===== src/rtl/rx_frame_reader.sv =====
// Rx frame reader: pairs each frame-queue length with the rx data FIFO words,
// rewrites the two pad bytes with the payload length, trims CRC and drops empty frames.
module rx_frame_reader #(
    parameter int STRIP_CRC = 1
) (
    input  logic        clk,
    input  logic        reset_n,
    input  logic [35:0] rxff_dout,
    input  logic        rxff_empty,
    output logic        rxff_re,
    input  logic [13:0] rfq_dout,
    input  logic        rfq_empty,
    output logic        rfq_re,
    output logic [31:0] fr_data,
    output logic        fr_valid,
    input  logic        fr_ready,
    output logic        fr_sof,
    output logic        fr_eof,
    output logic [1:0]  fr_nbytes,
    output logic [15:0] drop_count,
    output logic [15:0] len_err_count
);
    typedef enum logic [2:0] {IDLE, LOAD, DATA, FLUSH, DISCARD} state_e;

    // Bytes counted beyond the payload: 2 pad bytes, plus the CRC when it is forwarded.
    localparam logic [13:0] EXTRA_BYTES = (STRIP_CRC != 0) ? 14'd2 : 14'd6;

    state_e      state_q, state_d;
    logic [13:0] len_q, len_d;
    logic [13:0] tgt_q, tgt_d;
    logic [13:0] cnt_q, cnt_d;
    logic        first_q, first_d;
    logic [31:0] data_q, data_d;
    logic        valid_q, valid_d;
    logic        sof_q, sof_d;
    logic        eof_q, eof_d;
    logic [1:0]  nb_q, nb_d;
    logic [15:0] drop_q, drop_d;
    logic [15:0] lerr_q, lerr_d;
    logic        rxff_re_c, rfq_re_c;

    logic [31:0] word_bytes;
    logic [3:0]  eof_flags;
    logic        any_eof;
    logic [1:0]  eof_nb;
    logic [13:0] cnt_next;
    logic        out_free;

    assign word_bytes = {rxff_dout[34:27], rxff_dout[25:18], rxff_dout[16:9], rxff_dout[7:0]};
    assign eof_flags  = {rxff_dout[35], rxff_dout[26], rxff_dout[17], rxff_dout[8]};
    assign any_eof    = |eof_flags;
    assign cnt_next   = cnt_q + 14'd4;
    assign out_free   = !valid_q || fr_ready;

    // Valid bytes in a word whose earliest eof flag is at byte position p: (p+1) mod 4.
    always_comb begin
        eof_nb = 2'd0;
        if (eof_flags[3])      eof_nb = 2'd1;
        else if (eof_flags[2]) eof_nb = 2'd2;
        else if (eof_flags[1]) eof_nb = 2'd3;
    end

    always_comb begin
        // NOTE: every output of this block gets a default first, so no path can infer a latch.
        state_d   = state_q;
        len_d     = len_q;
        tgt_d     = tgt_q;
        cnt_d     = cnt_q;
        first_d   = first_q;
        data_d    = data_q;
        valid_d   = valid_q && !fr_ready;
        sof_d     = sof_q;
        eof_d     = eof_q;
        nb_d      = nb_q;
        drop_d    = drop_q;
        lerr_d    = lerr_q;
        rxff_re_c = 1'b0;
        rfq_re_c  = 1'b0;

        case (state_q)
            IDLE: begin
                if (!rfq_empty) begin
                    rfq_re_c = 1'b1;
                    len_d    = rfq_dout;
                    state_d  = LOAD;
                end
            end
            LOAD: begin
                if (len_q == 14'd0) begin
                    if (drop_q != 16'hFFFF) drop_d = drop_q + 16'd1;
                    state_d = DISCARD;
                end else begin
                    tgt_d   = len_q + EXTRA_BYTES;
                    cnt_d   = 14'd0;
                    first_d = 1'b1;
                    state_d = DATA;
                end
            end
            DATA: begin
                if (!rxff_empty && out_free) begin
                    rxff_re_c = 1'b1;
                    cnt_d     = cnt_next;
                    first_d   = 1'b0;
                    valid_d   = 1'b1;
                    sof_d     = first_q;
                    data_d    = first_q ? {2'b00, len_q, word_bytes[15:0]} : word_bytes;
                    eof_d     = 1'b0;
                    nb_d      = 2'd0;
                    if (cnt_next >= tgt_q) begin
                        eof_d   = 1'b1;
                        nb_d    = tgt_q[1:0];
                        state_d = any_eof ? IDLE : FLUSH;
                    end else if (any_eof) begin
                        // Stream ended short of the queued length: close the frame here.
                        eof_d   = 1'b1;
                        nb_d    = eof_nb;
                        if (lerr_q != 16'hFFFF) lerr_d = lerr_q + 16'd1;
                        state_d = IDLE;
                    end
                end
            end
            FLUSH, DISCARD: begin
                if (!rxff_empty) begin
                    rxff_re_c = 1'b1;
                    if (any_eof) state_d = IDLE;
                end
            end
            default: state_d = IDLE;
        endcase
    end

    always_ff @(posedge clk) begin
        // NOTE: state registers use non-blocking assignments so every flop samples pre-edge values.
        if (!reset_n) begin
            state_q <= IDLE;
            len_q   <= '0;
            tgt_q   <= '0;
            cnt_q   <= '0;
            first_q <= 1'b0;
            data_q  <= '0;
            valid_q <= 1'b0;
            sof_q   <= 1'b0;
            eof_q   <= 1'b0;
            nb_q    <= '0;
            drop_q  <= '0;
            lerr_q  <= '0;
        end else begin
            state_q <= state_d;
            len_q   <= len_d;
            tgt_q   <= tgt_d;
            cnt_q   <= cnt_d;
            first_q <= first_d;
            data_q  <= data_d;
            valid_q <= valid_d;
            sof_q   <= sof_d;
            eof_q   <= eof_d;
            nb_q    <= nb_d;
            drop_q  <= drop_d;
            lerr_q  <= lerr_d;
        end
    end

    // FIFO pops are combinational on the FWFT empty flags and held off while in reset.
    assign rxff_re       = rxff_re_c && reset_n;
    assign rfq_re        = rfq_re_c && reset_n;
    assign fr_data       = data_q;
    assign fr_valid      = valid_q;
    assign fr_sof        = sof_q;
    assign fr_eof        = eof_q;
    assign fr_nbytes     = nb_q;
    assign drop_count    = drop_q;
    assign len_err_count = lerr_q;
endmodule

===== config.mk =====
export PLATFORM = sky130hd
export DESIGN_NAME = rx_frame_reader
export DESIGN_NICKNAME = d
export VERILOG_FILES = /design/src/rtl/rx_frame_reader.sv
export SDC_FILE = /design/constraint.sdc
export NUM_CORES = 1
export LEC_CHECK = 0
export ABC_AREA = 1
export CORE_MARGIN = 10
export CORE_UTILIZATION = 50
export CTS_CLUSTER_DIAMETER = 100
export DETAILED_ROUTE_END_ITERATION = 8
export HOLD_SLACK_MARGIN = 0.06
export PLACE_DENSITY = 0.78
export SLEW_MARGIN = 20
export SYNTH_ARGS = -nofsm -noshare
export SYNTH_HDL_FRONTEND = slang
export SYNTH_SLANG_ARGS = --single-unit

===== constraint.sdc =====
create_clock -name clk -period 3.4 [get_ports clk]
set_clock_uncertainty 0.1 [all_clocks]
set_input_delay 0.34 -clock clk [delete_from_list [all_inputs] [get_ports clk]]
set_output_delay 0.34 -clock clk [all_outputs]
set_load 0.01 [all_outputs]

Word level (Yosys, flattened, before mapping)
Cells that the tools add are included.
- input bits: 55
- bits in registers: 115
- output and inout bits: 71
- logic and storage cells: 79
- equality and inequality tests: 10
- muxes and demuxes: 29
- add/sub/neg operators: 4
- bitwise operators: 3
- reduce and logical (&&, ||, !) cells: 20
- $lt $le $gt $ge: 1
- operators by type and width (kind ; count):
    adder 16 x 1 -> 16 bit, second input constant ; 2
    two-way mux 32 bit ; 1
    inequality test 16 bit, second input constant ; 2
    two-way mux 14 bit ; 2
    case mux 14 bit (2 select lines) ; 1
    two-way mux 3 bit ; 6
    adder 14 x 2 -> 14 bit, second input constant ; 1
    adder 14 x 3 -> 14 bit, second input constant ; 1
    greater-or-equal comparator 14 bit ; 1
    logical NOT 14 bit ; 1
    two-way mux 2 bit ; 6
    case mux 3 bit (4 select lines) ; 1
    two-way mux 1 bit ; 10
    AND reduction 3 bit ; 3
    inequality test 2 bit, second input constant ; 4
    == test 3 x 2 -> 1 bit, second input constant ; 2
    AND reduction 2 bit ; 3
    AND reduction 5 bit ; 1
    logical AND 1 bit ; 4
    case mux 1 bit (2 select lines) ; 2
    OR reduction 4 bit ; 1
    == test 3 x 1 -> 1 bit, second input constant ; 1
    == test 3 bit, second input constant ; 1
    logical NOT 1 bit ; 3
    5 further kinds ; 7

Longest topological paths before layout
Gate-level depths: netlist of the first run.
- word-level depth: 6
- depth in mapped cells: 19
- gate-level depth less buffers: 18

Worst setup path before layout of the first run
No wires, ideal clock.
- kind: register to register
- from: register cnt_q[4]
- to: register lerr_q[12] (netlist: len_err_count[12])
- path slack: 0.844 ns
- data arrival time: 2.324 ns
- cell stages (with the launch flop): 19
- library setup time: 0.132 ns
- clock period less this slack: 2.556 ns
- path through: dfxtp_1 > nand3_1 > nor3_1 > nand3_1 > o21ai_0 > nand2_1 > inv_1 > ha_1 > nand2_1 > nor2_1 > nand2_1 > nor2_1 > nor2_1 > nand2_1 > inv_1 > nand2_4 > buf_4 > nand2_1 > a21oi_1
- cells in the longest elaborated chain, start to end: 4
- RTL lines (what ; line ; text):
    from (decl) ; 31 ; logic [13:0] cnt_q, cnt_d;
    from (signal assigned) ; 151 ; cnt_q <= cnt_d;
    adder 14 x 3 -> 14 bit ; 52 ; assign cnt_next = cnt_q + 14'd4;
    greater-or-equal comparator 14 bit ; 109 ; if (cnt_next >= tgt_q) begin
    NOT 1 bit (no line) ; n/a ;
    AND reduction 5 bit (no line) ; n/a ;
    to (signal assigned) ; 159 ; lerr_q <= lerr_d;
    to (decl) ; 39 ; logic [15:0] lerr_q, lerr_d;
Every way passes these cells.
A chain may end at the register's enable or synchronous reset.

Worst setup path after layout of the first run
- from: register cnt_q[4]
- to: register lerr_q[14] (netlist: len_err_count[14])
Same word-level chain as after synthesis.

==> flow_metrics.env, run 1 <==
export IMPL_status="completed"
export IMPL_grt_pass1_vias=5498
export IMPL_cts_sinks=113
export IMPL_required_ps=3750
export IMPL_crit_end="len_err_count[14]"
export IMPL_fmax_ghz=0.343
export IMPL_grt_overflow=0
export IMPL_clock_latency_ps=520
export IMPL_root_buffer="clkbuf_8"
export IMPL_finalHoldViolCount=0
export IMPL_hold_class="input pin to flop"
export IMPL_seqCellArea_um2=2260
export IMPL_nNetsFinal=982
export IMPL_antenna_found_initial=0
export IMPL_ys_types=36
export IMPL_setup_worst_path_start="cnt_q[4]"
export IMPL_diodes=0
export IMPL_layout_common_cells="190 x nand2_1, 125 x clkdlybuf4s50_1, 113 x dfxtp_1"
export IMPL_postRouteAntennaNets=0
export IMPL_port_buffers=125
export IMPL_fillers=878
export IMPL_postCtsHoldBufs=0
export IMPL_r2r_worst_path_cells=18
export IMPL_r2r_start="cnt_q[4]"
export IMPL_p_leak_nw=2.96
export IMPL_wirelength_um=15900
export IMPL_areaGrowthSynthToFinish_pct=33.7
export IMPL_fp_row_count=38
export IMPL_start_kind="flop"
export IMPL_rsz0062_at_grt="no"
export IMPL_place_gp_congestion=0.888
export IMPL_place_hpwl_um=11800
export IMPL_syn_mean_instance_area_um2=7.07
export IMPL_final_common_cell="nand2_1"
export IMPL_post_cts_setup_buffer_count=0
export IMPL_fin_setup_tns_ps=0
export IMPL_cp_end_kind="flop"
export IMPL_synth_seq_cells=113
export IMPL_place_inst=1032
export IMPL_multiInputGateArea_um2=2910
export IMPL_grt_pass1_wl_um=26400
export IMPL_die_h_um=126
export IMPL_dieArea_um2=15800
export IMPL_drv_slew=0
export IMPL_path_max_fanout=17
export IMPL_vias_per_cell=5.27
export IMPL_design_core_area_um2=10900
export IMPL_syn_nets=864
export IMPL_vdd_ir_drop_max_mv=0.358
export IMPL_drt_iter0_drc=601
export IMPL_synth_warning_count=0
export IMPL_finalCritPeriodShare_pct=85.6
export IMPL_power_density_nw_per_um2=500
export IMPL_max_slew_margin_pct=66.2
export IMPL_h_tree_depth=4
export IMPL_fin_cells=1063
export IMPL_initial_core_util_pct=51.5
export IMPL_maxCapViolCount=0
export IMPL_critPathKind="flop to flop"
export IMPL_io_pin_count=126
export IMPL_drive_above_1_share_pct=5.42
export IMPL_grt_total_usage_pct=19.7
export IMPL_ctsResizeCount=0
export IMPL_wl_per_cell_um=14.9
export IMPL_setup_viol=0
export IMPL_crit_arrival_ps=3260
export IMPL_r2r_end="len_err_count[14]"
export IMPL_cts_buffers=17
export IMPL_grt_max_degree=64
export IMPL_cts_path_max_buffers=2
export IMPL_yosysSeqAreaShare_pct=40.4
export IMPL_cts_tree="built"
export IMPL_period_minus_slack_ps=2910
export IMPL_clkTransAtPathRegs_ps=50
export IMPL_drc_errors=0
export IMPL_die_x_um=126
export IMPL_worstMarginPinSlew_ps=507
export IMPL_firstDrtPassIters=5
export IMPL_postSynthCellCount=793
export IMPL_worst_r2r_setup_slack_ps=490
export IMPL_syn_area_um2=5610
export IMPL_vias=5599
-- synth_stat cells --
master / count / share of area (%)
nand3_1: 28 / 2.5
xor2_1: 35 / 5.5
nor2_8: 1 / 0.36
nand2_2: 2 / 0.22
clkbuf_1: 22 / 1.5
buf_1: 4 / 0.27
o31ai_1: 1 / 0.13
dfxtp_1: 113 / 40
inv_4: 1 / 0.11
inv_1: 72 / 4.8
buf_4: 3 / 0.40
nor2_1: 83 / 5.6
a31oi_1: 15 / 1.7
inv_2: 4 / 0.27
nor2_2: 2 / 0.22
o21ai_0: 65 / 5.8
buf_2: 3 / 0.27
clkinv_1: 1 / 0.067
nor3_1: 15 / 1.3
and3_1: 1 / 0.11
nand2_4: 1 / 0.20
buf_6: 1 / 0.20
nand2_1: 190 / 13
or2_2: 1 / 0.11
a22oi_1: 2 / 0.27
nor3b_1: 1 / 0.13
ha_1: 16 / 3.6
a211oi_1: 1 / 0.13
xnor2_1: 12 / 1.9
nand3_2: 2 / 0.36
nand2b_1: 1 / 0.11
nand3b_1: 1 / 0.13
a21oi_1: 80 / 7.1
nand4_1: 10 / 1.1
a21o_1: 1 / 0.13
nor3_2: 2 / 0.36
-- worst max-delay path, stage by stage (launching register included) --
cell	delay, ps
dfxtp_1	410
nand3_1	170
nor3_2	210
nand3_1	140
o21ai_0	230
nand2_1	90
inv_1	60
ha_1	230
nand2_1	90
nand2_1	60
nand2_1	60
nand3_1	70
nor2_1	120
nand2_1	130
inv_1	120
nand2_4	150
inv_4	190
nand2_1	70
a21oi_1	140
-- power by group --
part	total, mW	leakage, nW	switching, mW	internal (mW)
registers	1.50	0.917	0.0780	1.42
clock network	1.66	0.276	0.575	1.09
logic	0.587	1.77	0.347	0.240
total	3.75	2.96	1.00	2.75
-- state kept, by name (all words and copies together) (netlist names) --
name and flops:
cnt_q 12, drop_count 16, first_q 1, fr_data 32, fr_eof 1, fr_nbytes 2
fr_sof 1, fr_valid 1, len_err_count 16, len_q 14, state_q 3, tgt_q 14
-- cell type report --
cell class              instances  area share [%]
clock buffers                  25            6.33
clock inverters                 6            1.07
inverters                      78            3.94
multi-input cells             569            38.8
flip-flops and latches        113            30.2
well taps                     140            2.34
repair buffers                132            17.4
-- through the flow --
step	util, %	worst slack [ps]	hold slack [ps]	power, mW	area (µm²)
after global routing	68.9	65.1	292	3.92	7500
after detailed placement	63.7	418	362	2.10	6940
final	68.9	489	296	3.75	7500
after CTS	68.8	396	281	3.77	7490
after floorplan	-	844	335	1.87	5610
after global placement	63.7	594	351	2.08	6940
-- per-layer routing --
layer	vias up	track usage [%]	part of all wire (%)
met5	-	0	0
met4	0	5.76	1.1
met3	15	10.1	10
met2	161	32.4	47
met1	2611	21.9	42
li1	2812	-	-
-- cell families after synthesis --
group	count (synthesis)	share of synthesized area, %
buffers and inverters	111	7.88
adder cells (fa/ha/maj)	16	3.57
AND/OR/NAND/NOR	341	25.6
flip-flops	113	40.4
AO/OA/AOI/OAI	165	15.3
XOR/XNOR	47	7.34
-- worst min-delay path by stage --
stage | from | to | slack [ps] | depth (start not counted)
after floorplan | tgt_q[2] | tgt_q[2] | 340 | 2
after global placement | tgt_q[6] | tgt_q[6] | 350 | 2
after CTS | rxff_dout[31] | fr_data[28] | 280 | 3
final | rxff_dout[31] | fr_data[28] | 300 | 3
after global routing | rxff_dout[31] | fr_data[28] | 290 | 3
after detailed placement | tgt_q[6] | tgt_q[6] | 360 | 2
Power figures use the tool's default switching activity.
==> inputs of run 2 (changes only) <==
Settings changed: SETUP_SLACK_MARGIN set to 0.02.
==> results of run 2 <==
The final DEF is identical to that of run 1; final timing and power are the same.
==> inputs of run 3 (changes only) <==
Settings changed: CORE_UTILIZATION 50 to 51, PLACE_DENSITY 0.78 to 0.8.
==> run 3 against run 2 <==
- clock-buffer cell count decreased by 6
- routed wire length decreased by 3.0%
- worst setup slack got worse by 19 ps
- register-to-register slack got worse by 20 ps
- first-iteration DRC count decreased by 36%
- critical path depth unchanged
- global-route usage decreased by 0.39 points
- die area decreased by 1.7%
- utilization increased by 0.92 points
- sequential share of layout area decreased by 0.14 points
- final area increased by 0.45%
- combinational power decreased by 2%
- critical endpoint is now len_err_count[3]
- largest power group unchanged
==> flow_metrics.env, run 3 (synthesis results as in run 1) <==
export IMPL_status="completed"
export IMPL_cts_tree="built"
export IMPL_vdd_ir_drop_max_mv=0.379
export IMPL_seqCellArea_um2=2260
export IMPL_post_cts_setup_buffer_count=0
export IMPL_crit_slowest_cell="dfxtp_1"
export IMPL_dieArea_um2=15600
export IMPL_drv_slew=0
export IMPL_p_leak_nw=2.97
export IMPL_grt_overflow=0
export IMPL_nNetsFinal=981
export IMPL_largest_register_ffs=32
export IMPL_ctsResizeCount=0
export IMPL_die_x_um=125
export IMPL_use_met1_pct=22.0
export IMPL_required_ps=3740
export IMPL_cp_end_kind="flop"
export IMPL_max_slew_margin_pct=64.3
export IMPL_path_cells="nand3_1, nor3_2, nand3_1, o21ai_0, nand2_1, inv_1, ha_1, nand2_1, nor2_1, nand2_1, nor2_1, nor2_1, nand2_1, inv_1, nand2_4, inv_4, nand2_1, a21oi_1"
export IMPL_hold_class="input pin to flop"
export IMPL_rsz0062_at_grt="no"
export IMPL_cp_slowest_stage_delay_ps=410
export IMPL_vias=5493
export IMPL_use_met3_pct=8.55
export IMPL_initial_core_util_pct=51.9
export IMPL_period_minus_slack_ps=2930
export IMPL_areaGrowthSynthToFinish_pct=34.4
export IMPL_grt_pass1_wl_um=25700
export IMPL_root_buffer="clkbuf_8"
export IMPL_fmax_ghz=0.341
export IMPL_multiInputGateArea_um2=2910
export IMPL_design_core_area_um2=10800
export IMPL_vias_per_cell=5.18
export IMPL_clkTransAtPathRegs_ps=60
export IMPL_io_pin_count=126
export IMPL_grtUsageMet2_pct=32.3
export IMPL_drt_iter0_drc=385
export IMPL_antenna_found_initial=0
export IMPL_die_h_um=125
export IMPL_critPathMostFrequentCell="nand2_1"
export IMPL_cts_buffers=17
export IMPL_grt_total_usage_pct=19.3
export IMPL_firstDrtPassIters=5
export IMPL_fin_cells=1061
export IMPL_maxCapViolCount=0
export IMPL_wl_per_cell_um=14.5
export IMPL_finalCritPeriodShare_pct=86.2
export IMPL_clock_latency_ps=520
export IMPL_postRouteAntennaNets=0
export IMPL_power_density_nw_per_um2=514
export IMPL_fp_row_count=38
export IMPL_h_tree_depth=4
export IMPL_grt_max_degree=64
export IMPL_setup_viol=0
export IMPL_grt_pass1_vias=5392
export IMPL_drc_errors=0
export IMPL_diodes=0
export IMPL_grt_busiest_layer="met2"
export IMPL_cts_path_max_buffers=2
export IMPL_wirelength_um=15400
export IMPL_final_common_cell="nand2_1"
export IMPL_path_max_fanout=17
export IMPL_layout_common_cells="190 x nand2_1, 125 x clkdlybuf4s50_1, 113 x dfxtp_1"
export IMPL_port_buffers=125
export IMPL_start_kind="flop"
export IMPL_fillers=923
export IMPL_place_gp_congestion=0.881
export IMPL_place_inst=1031
export IMPL_postCtsHoldBufs=0
export IMPL_finalHoldViolCount=0
export IMPL_fin_setup_tns_ps=0
export IMPL_critPathKind="flop to flop"
export IMPL_crit_arrival_ps=3270
export IMPL_drive_above_1_share_pct=5.65
export IMPL_worstMarginPinSlew_ps=532
export IMPL_cts_sinks=113
export IMPL_place_hpwl_um=10800
## run 3: final cells by class
type | count | share of cell area [%]
Timing Repair Buffer | 131 | 17.2
Multi-Input combinational cell | 569 | 38.6
Inverter | 78 | 3.92
Clock inverter | 11 | 2.18
Tap cell | 140 | 2.33
Clock buffer | 19 | 5.73
Sequential cell | 113 | 30.0
## run 3: per-layer routing
| metal | vias up | share of wire (%) |
|---|---|---|
| met5 | - | 0 |
| met4 | 0 | 0.83 |
| met3 | 11 | 8.8 |
| met2 | 152 | 48 |
| met1 | 2525 | 42 |
| li1 | 2805 | - |
## run 3: critical path, delay by kind of cell (launching register included)
family / cells / cell delay (ps)
adder cells (fa/ha/maj): 1 / 230
AO/OA/AOI/OAI: 2 / 380
buffers and inverters: 3 / 360
AND/OR/NAND/NOR: 12 / 1370
flip-flops: 1 / 410
## run 3: path summary, 6_finish.rpt
kind	start	end	slack, ps	cells after the start
max	cnt_q[4]	len_err_count[3]	470	18
min	rxff_dout[20]	fr_data[18]	290	3
max reg2reg	cnt_q[4]	len_err_count[3]	470	18
min reg2reg	tgt_q[4]	tgt_q[4]	370	2
## run 3: per-stage QoR
stage	utilization (%)	area [µm²]	setup WS [ps]	hold WS, ps	total power, mW
6_report	69.8	7530	469	295	3.87
5_1_grt	69.8	7530	118	302	4.04
4_1_cts	69.7	7530	414	278	3.90
3_5_place_dp	64.2	6930	454	359	2.09
3_3_place_gp	64.2	6930	585	355	2.08
2_1_floorplan	-	5610	844	335	1.87
## run 3: power by group
part | switching [mW] | internal, mW | leakage (nW)
clock network | 0.609 | 1.19 | 0.289
logic | 0.335 | 0.239 | 1.77
registers | 0.0750 | 1.42 | 0.917
total | 1.02 | 2.85 | 2.97
